===== src/rtl/truth_table_sequencer_if.sv =====
// Bus bundle for truth_table_sequencer: sweep request, golden table and
// datapath return in, stimulus vector and sweep results out.
// The DUT uses the slave modport; the environment driving it uses master.
interface truth_table_sequencer_if #(
  parameter int unsigned N_IN = 3
);
  localparam int unsigned ROWS = 1 << N_IN;

  logic            start;
  logic [ROWS-1:0] expected;
  logic            s;
  logic [N_IN-1:0] vec;
  logic            busy;
  logic            done;
  logic            pass;
  logic [N_IN:0]   errs;
  logic            fail_vld;
  logic [N_IN-1:0] fail_row;
  logic [ROWS-1:0] capture;

  modport master (
    output start, expected, s,
    input  vec, busy, done, pass, errs, fail_vld, fail_row, capture
  );

  modport slave (
    input  start, expected, s,
    output vec, busy, done, pass, errs, fail_vld, fail_row, capture
  );
endinterface


===== src/rtl/truth_table_sequencer.sv =====
// truth_table_sequencer: walks every row of an N_IN-input truth table,
// drives the row onto vec, samples the datapath result s one cycle later
// and compares it with a golden table latched at start.
// Optional feature: define TT_CAPTURE_EN to record the sampled s of every
// row in capture; without it capture is tied to zero and no storage exists.
module truth_table_sequencer #(
  parameter int unsigned N_IN = 3
) (
  input  logic                    clk,
  input  logic                    rst,
  truth_table_sequencer_if.slave  bus
);
  localparam int unsigned ROWS = 1 << N_IN;
  localparam int unsigned EW   = N_IN + 1;

  typedef enum logic [1:0] {
    S_IDLE  = 2'd0,
    S_DRIVE = 2'd1,
    S_CHECK = 2'd2,
    S_DONE  = 2'd3
  } state_t;

  state_t          r_state;
  logic [N_IN-1:0] r_row;
  logic [N_IN-1:0] r_vec;
  logic [ROWS-1:0] r_expected;
  logic            r_busy;
  logic            r_done;
  logic            r_pass;
  logic [EW-1:0]   r_errs;
  logic            r_fail_vld;
  logic [N_IN-1:0] r_fail_row;

  logic            w_accept;
  logic            w_mismatch;
  logic            w_last_row;

  // Start is only honoured from IDLE; busy and DONE periods ignore it.
  assign w_accept   = (r_state == S_IDLE) && bus.start;
  assign w_mismatch = (bus.s != r_expected[r_row]);
  assign w_last_row = (r_row == N_IN'(ROWS - 1));

  // Sweep sequencer: state, row walk, error count and first-failure capture.
  always_ff @(posedge clk or posedge rst) begin
    if (rst) begin
      r_state    <= S_IDLE;
      r_row      <= '0;
      r_vec      <= '0;
      r_expected <= '0;
      r_busy     <= 1'b0;
      r_done     <= 1'b0;
      r_pass     <= 1'b0;
      r_errs     <= '0;
      r_fail_vld <= 1'b0;
      r_fail_row <= '0;
    end else begin
      r_done <= 1'b0;
      case (r_state)
        S_IDLE: begin
          if (bus.start) begin
            r_state    <= S_DRIVE;
            r_row      <= '0;
            r_vec      <= '0;
            r_expected <= bus.expected;
            r_busy     <= 1'b1;
            r_pass     <= 1'b0;
            r_errs     <= '0;
            r_fail_vld <= 1'b0;
            r_fail_row <= '0;
          end
        end
        S_DRIVE: begin
          // vec already carries the row; give the datapath a cycle to settle.
          r_state <= S_CHECK;
        end
        S_CHECK: begin
          if (w_mismatch) begin
            r_errs <= r_errs + EW'(1);
            if (!r_fail_vld) begin
              r_fail_vld <= 1'b1;
              r_fail_row <= r_row;
            end
          end
          if (w_last_row) begin
            r_state <= S_DONE;
            r_busy  <= 1'b0;
            r_vec   <= '0;
          end else begin
            r_state <= S_DRIVE;
            r_row   <= r_row + N_IN'(1);
            r_vec   <= r_row + N_IN'(1);
          end
        end
        S_DONE: begin
          r_done  <= 1'b1;
          r_pass  <= (r_errs == '0);
          r_state <= S_IDLE;
        end
        default: begin
          r_state <= S_IDLE;
        end
      endcase
    end
  end

  assign bus.vec      = r_vec;
  assign bus.busy     = r_busy;
  assign bus.done     = r_done;
  assign bus.pass     = r_pass;
  assign bus.errs     = r_errs;
  assign bus.fail_vld = r_fail_vld;
  assign bus.fail_row = r_fail_row;

`ifdef TT_CAPTURE_EN
  logic [ROWS-1:0] r_capture;

  // Per-row record of the sampled datapath result, cleared on each accepted start.
  always_ff @(posedge clk or posedge rst) begin
    if (rst) begin
      r_capture <= '0;
    end else if (w_accept) begin
      r_capture <= '0;
    end else if (r_state == S_CHECK) begin
      r_capture[r_row] <= bus.s;
    end
  end

  assign bus.capture = r_capture;
`else
  assign bus.capture = '0;
`endif

endmodule


===== src/flat_wrapper.sv =====
// flat-port wrapper written by rule: the top's interface ports become plain ports
module truth_table_sequencer_flat 
#(
  parameter int unsigned N_IN = 3
)
  (clk, rst, bus_start, bus_expected, bus_s, bus_vec, bus_busy, bus_done, bus_pass, bus_errs, bus_fail_vld, bus_fail_row, bus_capture);
  truth_table_sequencer_if #(.N_IN(N_IN)) bus_i ();
  input  logic clk;
  input  logic rst;
  input wire logic [$bits(bus_i.start)-1:0] bus_start;
  input wire logic [$bits(bus_i.expected)-1:0] bus_expected;
  input wire logic [$bits(bus_i.s)-1:0] bus_s;
  output wire logic [$bits(bus_i.vec)-1:0] bus_vec;
  output wire logic [$bits(bus_i.busy)-1:0] bus_busy;
  output wire logic [$bits(bus_i.done)-1:0] bus_done;
  output wire logic [$bits(bus_i.pass)-1:0] bus_pass;
  output wire logic [$bits(bus_i.errs)-1:0] bus_errs;
  output wire logic [$bits(bus_i.fail_vld)-1:0] bus_fail_vld;
  output wire logic [$bits(bus_i.fail_row)-1:0] bus_fail_row;
  output wire logic [$bits(bus_i.capture)-1:0] bus_capture;
  assign bus_i.start = bus_start;
  assign bus_i.expected = bus_expected;
  assign bus_i.s = bus_s;
  assign bus_vec = bus_i.vec;
  assign bus_busy = bus_i.busy;
  assign bus_done = bus_i.done;
  assign bus_pass = bus_i.pass;
  assign bus_errs = bus_i.errs;
  assign bus_fail_vld = bus_i.fail_vld;
  assign bus_fail_row = bus_i.fail_row;
  assign bus_capture = bus_i.capture;
  truth_table_sequencer #(.N_IN(N_IN)) u_core (.clk(clk), .rst(rst), .bus(bus_i));
endmodule

===== config.mk =====
export PLATFORM = sky130hd
export DESIGN_NAME = truth_table_sequencer_flat
export DESIGN_NICKNAME = d
export VERILOG_FILES = /design/src/rtl/truth_table_sequencer_if.sv /design/src/rtl/truth_table_sequencer.sv /design/src/flat_wrapper.sv
export SDC_FILE = /design/constraint.sdc
export NUM_CORES = 1
export LEC_CHECK = 0
export BUFFER_PORTS_ARGS = -buffer_cell sky130_fd_sc_hd__clkbuf_2
export CORE_MARGIN = 2
export CORE_UTILIZATION = 37
export DETAILED_ROUTE_END_ITERATION = 10
export PLACE_DENSITY = 0.66
export SYNTH_ARGS = -nofsm -noshare
export SYNTH_HDL_FRONTEND = slang
export SYNTH_SLANG_ARGS = --single-unit

===== constraint.sdc =====
create_clock -name clk -period 4.4 [get_ports clk]
set_input_delay 0.44 -clock clk [delete_from_list [all_inputs] [get_ports clk]]
set_output_delay 0.44 -clock clk [all_outputs]
set_load 0.02 [all_outputs]

# Word level (Yosys, flattened, before mapping)
# Index checks and enable logic that the tools add are counted.
dict set report totals {
  ff_bits 27
  word_cells 58
}
dict set report classes {
  eq_ne 10
  addsub 2
  magnitude_cmp 1
  n_reduce_logical 11
  muxes 24
}
# operator n
set ops {}
lappend ops {{case mux 3 bit (2 select lines)} 3}
lappend ops {{2-to-1 mux 3 bit} 5}
lappend ops {{AND reduction 3 bit} 3}
lappend ops {{2-to-1 mux 4 bit} 2}
lappend ops {{case mux 2 bit (4 select lines)} 1}
lappend ops {{case mux 4 bit (2 select lines)} 1}
lappend ops {{2-to-1 mux 1 bit} 6}
lappend ops {{inequality test 2 bit, second input constant} 3}
lappend ops {{case mux 1 bit (2 select lines)} 3}
lappend ops {{AND reduction 2 bit} 3}
lappend ops {{adder 4 x 1 -> 4 bit, second input constant} 1}
lappend ops {{equality test 2 bit, second input constant} 2}
lappend ops {{zero test 4 bit} 1}
lappend ops {{less-than comparator 3 x 4 -> 1 bit, second input constant} 1}
lappend ops {{2-to-1 mux 2 bit} 2}
lappend ops {{inequality test 2 x 1 -> 1 bit, second input constant} 2}
lappend ops {{AND reduction 4 bit} 1}
lappend ops {{nonzero test 2 bit} 2}
lappend ops {{adder 3 x 1 -> 3 bit, second input constant} 1}
lappend ops {{binary-select mux 1 bit (select 3 bit)} 1}
lappend ops {{equality test 3 bit, second input constant} 1}
lappend ops {{equality test 2 x 1 -> 1 bit, second input constant} 1}
lappend ops {{zero test 2 bit} 1}
lappend ops {{inequality test 1 bit} 1}

# Longest topological paths before layout
dict set report logic_depth {
  ltp_word 5
  ltp_mapped 6
}

# Worst setup path before layout
# Ideal clock, no wire load.
dict set report synth_path {
  path_kind {register -> register}
  startpoint {register u_core.r_row[0]}
  endpoint {register u_core.r_fail_row[0], in the netlist u_core.bus.fail_row[0]}
  setup_ps 125
  slack_ps 2288
  n_path_buf 0
  t_arrival_ps 1987
  stages_incl_launch_ff 6
  cell_sequence {dfrtp_1 mux4_1 mux2i_2 xor2_2 or3_4 mux2_4}
}
dict set report synth_between {
  elab_chain_cells 5
  elab_cells_between_ends 8
  classes_between {eq/ne (2); mux (5); reduce/logical (1)}
}
# item line_no
set synth_lines {}
lappend synth_lines {{start, declared} truth_table_sequencer.sv:24} ;# logic [N_IN-1:0] r_row;
lappend synth_lines {{start signal, assigned} truth_table_sequencer.sv:90} ;# r_row <= r_row + N_IN'(1);
lappend synth_lines {{binary-select mux 1 bit (select 3 bit)} truth_table_sequencer.sv:40} ;# assign w_mismatch = (bus.s != r_expected[r_row]);
lappend synth_lines {{2-to-1 mux 1 bit (implied by the code)} truth_table_sequencer.sv:40}
lappend synth_lines {{inequality test 1 bit} truth_table_sequencer.sv:40}
lappend synth_lines {{inequality test 2 x 1 -> 1 bit (no source line)} -}
lappend synth_lines {{AND reduction 4 bit (no source line)} -}
lappend synth_lines {{end signal, assigned} truth_table_sequencer.sv:81} ;# r_fail_row <= r_row;
lappend synth_lines {{end, declared} truth_table_sequencer.sv:32} ;# logic [N_IN-1:0] r_fail_row;
# Several ways; a longest one is shown, not always the timed one. The select of a mux whose other input is x is not followed.
# A chain may end at the register's enable or synchronous reset.

# Final worst setup path
dict set report layout_path {
  startpoint {register u_core.r_row[0]}
  endpoint {register u_core.r_fail_row[2], in the netlist u_core.bus.fail_row[2]}
}
dict set report layout_between {
  elab_chain_cells 5
}
# item line_no
set layout_lines {}
lappend layout_lines {{binary-select mux 1 bit (select 3 bit)} truth_table_sequencer.sv:40}
lappend layout_lines {{2-to-1 mux 1 bit (implied by the code)} truth_table_sequencer.sv:40}
lappend layout_lines {{inequality test 1 bit} truth_table_sequencer.sv:40}
lappend layout_lines {{inequality test 2 x 1 -> 1 bit (no source line)} -}
lappend layout_lines {{AND reduction 4 bit (no source line)} -}
# No other way between the ends. The select of a mux whose other input is x is not followed.

==> impl_results.md <==
* Outcome: finished, final reports clean
* Number of pins with negative max-slew slack in the final report at 0
* Root buffer cell: sky130_fd_sc_hd__clkbuf_4
* Required time at the worst-slack endpoint at 4.63 ns
* Minimum period implied by the final worst setup slack at 2.26 ns
* Kind of cell with the highest combined delay on the critical path: multiplexers
* Maximum clock frequency at 0.442 GHz
* Via density per instance at 4.72
* Total CTS buffers at 3
* Peak fanout along the critical path at 8
* Buffers from clock root to sink, at most at 2
* Setup crit end kind: flop
* First-pass GRT wire length at 3.94 mm
* Mean cell area of the mapped netlist at 12.2 um^2
* Total wire length at 2.30 mm
* Clock transition at the registers of the reported paths at 0.15 ns
* Setup violations, final at 0
* Width of the die at 63.1 um
* IR Drop Worst-Case VDD at 0.244 mV
* Worst Max-Slew Pin Slew at 1.01 ns
* Crit path buf inv count at 0
* Area of the core at 3340 um^2
* Yosys warns at 0
* Number of synthesized flops with an enable pin at 0
* Setup slack of the critical path after layout at 2.14 ns
* Clock Skew at 0.0141 ns
* Fill count at 334
* HPWL Detailed at 1.79 mm
* Residual DRC count at 0
* Unrepaired setup endpoints after global routing: false
* DRC marker count from the first detailed-route iteration at 10
* Total inserted antenna cells at 0
* Sequential cell area fraction in the yosys report at 52.3%
* Post-Route Setup TNS at 0 ns
* Latest clock arrival within the worst-skew pair at 0.32 ns
* Most used DFF post-synth: sky130_fd_sc_hd__dfrtp_1
* Wire length per cell at 12.9 um
* Antenna violations before repair at 0
* Cell row count at 21
* CP Cell Sequence: mux4_1, mux2i_2, xor2_2, or3_4, mux2_4
* IO buf count at 25
* Number of cells upsized or downsized after cts at 0
* Overall global routing resource usage at 12.6%
* Multi-input logic area at 552 um^2
* Count of unique library cells instantiated by Yosys at 28
* Cell Area, Synth at 1290 um^2
* Area added between synthesis and finish at 13.4%
* Type of the most critical hold path: in -> async
* Share of async-settable or async-resettable flops after synthesis at 100%
* Area of the die at 3980 um^2
* Final clock period utilization by the worst path at 51.4%
* Arrival time worst endpoint at 2.49 ns
* Area taken by flip-flops and latches at 676 um^2
* Worst setup SP type: flop
* Detail Route Antenna Nets at 0
* Hold-fix buffer count after cts at 0
* Number of detailed-routing iterations run before antenna repair at 4
* Max cap viols at 0
* Grt ovf at 0
* Flops & latches, synth at 27
* Vias post-DR at 844
* Largest net degree at the start of global routing at 28
* Power density of the placed cells at 610 nW/um^2
* Finished Core Util at 43.9%
* Vias in the first global route at 873
* Fraction of layout instances using a drive strength above 1 at 35.3%
* CTS sink cnt at 27
* Most frequent cells in the layout: sky130_fd_sc_hd__dfrtp_1 (27), sky130_fd_sc_hd__clkbuf_2 (25), sky130_fd_sc_hd__nand2_1 (12)
* Static power due to leakage at 0.773 nW
* Critical path's slowest cell: sky130_fd_sc_hd__mux4_1
* Peak per-stage delay on the critical path at 0.61 ns
* Initial cell density of the core at 38.7%
* CP Class: reg -> reg
* Chip Height at 63.1 um
* Number of top-level pins at 34
* Max-slew headroom at 32.8%
* Placer congestion estimate at 0.762
* Mapped Cells at 106
* Number of nets at the end of the flow at 150
* Number of hold violations in the final report at 0
* Worst slack at placement at 2.15 ns
* Clock tree from TritonCTS: built
* H-Tree Level Count at 1
* Most common cell after layout, fill and taps aside: sky130_fd_sc_hd__dfrtp_1
* Post-CTS setup-driven buffer insertion count at 0
==> cell families (layout without fill, tap and decap cells) <==
group | count (synthesis) | in the layout | synth area share [%]
xor gates and xnor gates | 1 | 1 | 1.26
and+or+nand+nor | 27 | 27 | 10.9
DFF | 27 | 27 | 52.3
adders and majority gates | 4 | 4 | 3.88
muxes | 15 | 15 | 16.5
buffers and inverters | 16 | 36 | 6.98
other | 1 | 8 | 0.290
AOI/OAI and AO/OA | 15 | 15 | 7.85
==> metrics by stage <==
step / total power, mW / cell area (um^2) / cells / hold WS (ns)
after floorplan: 0.696 / 1320 / 113 / 0.472
after global placement: 0.779 / 1440 / 175 / 0.461
after detailed placement: 0.799 / 1440 / 175 / 0.466
after CTS: 0.906 / 1460 / 179 / 0.323
after global routing: 0.963 / 1460 / 179 / 0.318
final: 0.893 / 1460 / 179 / 0.306
==> power breakdown <==
group | switching, mW | internal, mW | leakage (nW)
clock network | 0.0703 | 0.0340 | 0.0177
registers | 0.0719 | 0.342 | 0.340
logic | 0.201 | 0.174 | 0.415
total | 0.343 | 0.550 | 0.773
==> per-layer routing <==
layer | wire length, um | share of wire [%] | track usage (%) | up-vias
li1 | - | - | - | 402
met1 | 990 | 43 | 16.3 | 416
met2 | 1190 | 52 | 21.3 | 22
met5 | 0 | 0 | 0 | -
met4 | 29 | 1.3 | 5.00 | 0
met3 | 89 | 3.9 | 1.79 | 4
==> synth_stat cells, types with 2 or more instances <==
master | count | area (um^2)
sky130_fd_sc_hd__dfrtp_1 | 27 | 676
sky130_fd_sc_hd__o211ai_1 | 2 | 15.0
sky130_fd_sc_hd__mux4_1 | 2 | 52.6
sky130_fd_sc_hd__a21o_2 | 2 | 17.5
sky130_fd_sc_hd__o21ai_0 | 5 | 25.0
sky130_fd_sc_hd__buf_4 | 8 | 60.1
sky130_fd_sc_hd__nor3_1 | 2 | 10.0
sky130_fd_sc_hd__nor2_1 | 2 | 7.51
sky130_fd_sc_hd__mux2_2 | 9 | 101
sky130_fd_sc_hd__nand3_1 | 3 | 15.0
sky130_fd_sc_hd__ha_1 | 4 | 50.1
sky130_fd_sc_hd__and2b_1 | 3 | 22.5
sky130_fd_sc_hd__mux2_4 | 3 | 45.0
sky130_fd_sc_hd__inv_1 | 7 | 26.3
sky130_fd_sc_hd__nand2_1 | 12 | 45.0
sky130_fd_sc_hd__a21o_1 | 3 | 22.5
==> registers in the layout (all words and copies together) (netlist names) <==
name,flops
u_core.r_expected,8
u_core.bus.errs,4
u_core.bus.fail_row,3
u_core.bus.vec,3
u_core.r_row,3
u_core.r_state,2
u_core.bus.busy,1
u_core.bus.done,1
u_core.bus.fail_vld,1
u_core.bus.pass,1
==> final cells by class <==
cell class | count | share of cell area (%)
multi-input combinational | 70 | 37.7
clock buffer | 3 | 1.54
timing repair buffer | 25 | 8.55
clock inverter | 1 | 0.342
inverter | 7 | 1.79
sequential | 27 | 46.2
tap | 46 | 3.93
==> path summary, 6_finish.rpt <==
path                                               start                                  to  slack [ns]  cells after the start
setup / recovery             u_core.r_row[0]$_DFFE_PP0P_  u_core.bus.fail_row[2]$_DFFE_PP0P_        2.14                      5
max in group asynchronous                            rst      u_core.bus.errs[1]$_DFFE_PP0P_        3.47                      2
setup reg to reg             u_core.r_row[0]$_DFFE_PP0P_  u_core.bus.fail_row[2]$_DFFE_PP0P_        2.14                      5
min in group clk                         bus_expected[1]    u_core.r_expected[1]$_DFFE_PP0P_        0.33                      2
hold / removal                                       rst    u_core.r_expected[7]$_DFFE_PP0P_        0.31                      2
hold reg to reg            u_core.bus.vec[0]$_DFFE_PP0P_       u_core.bus.vec[0]$_DFFE_PP0P_        0.50                      1
Power figures use the tool's default switching activity.
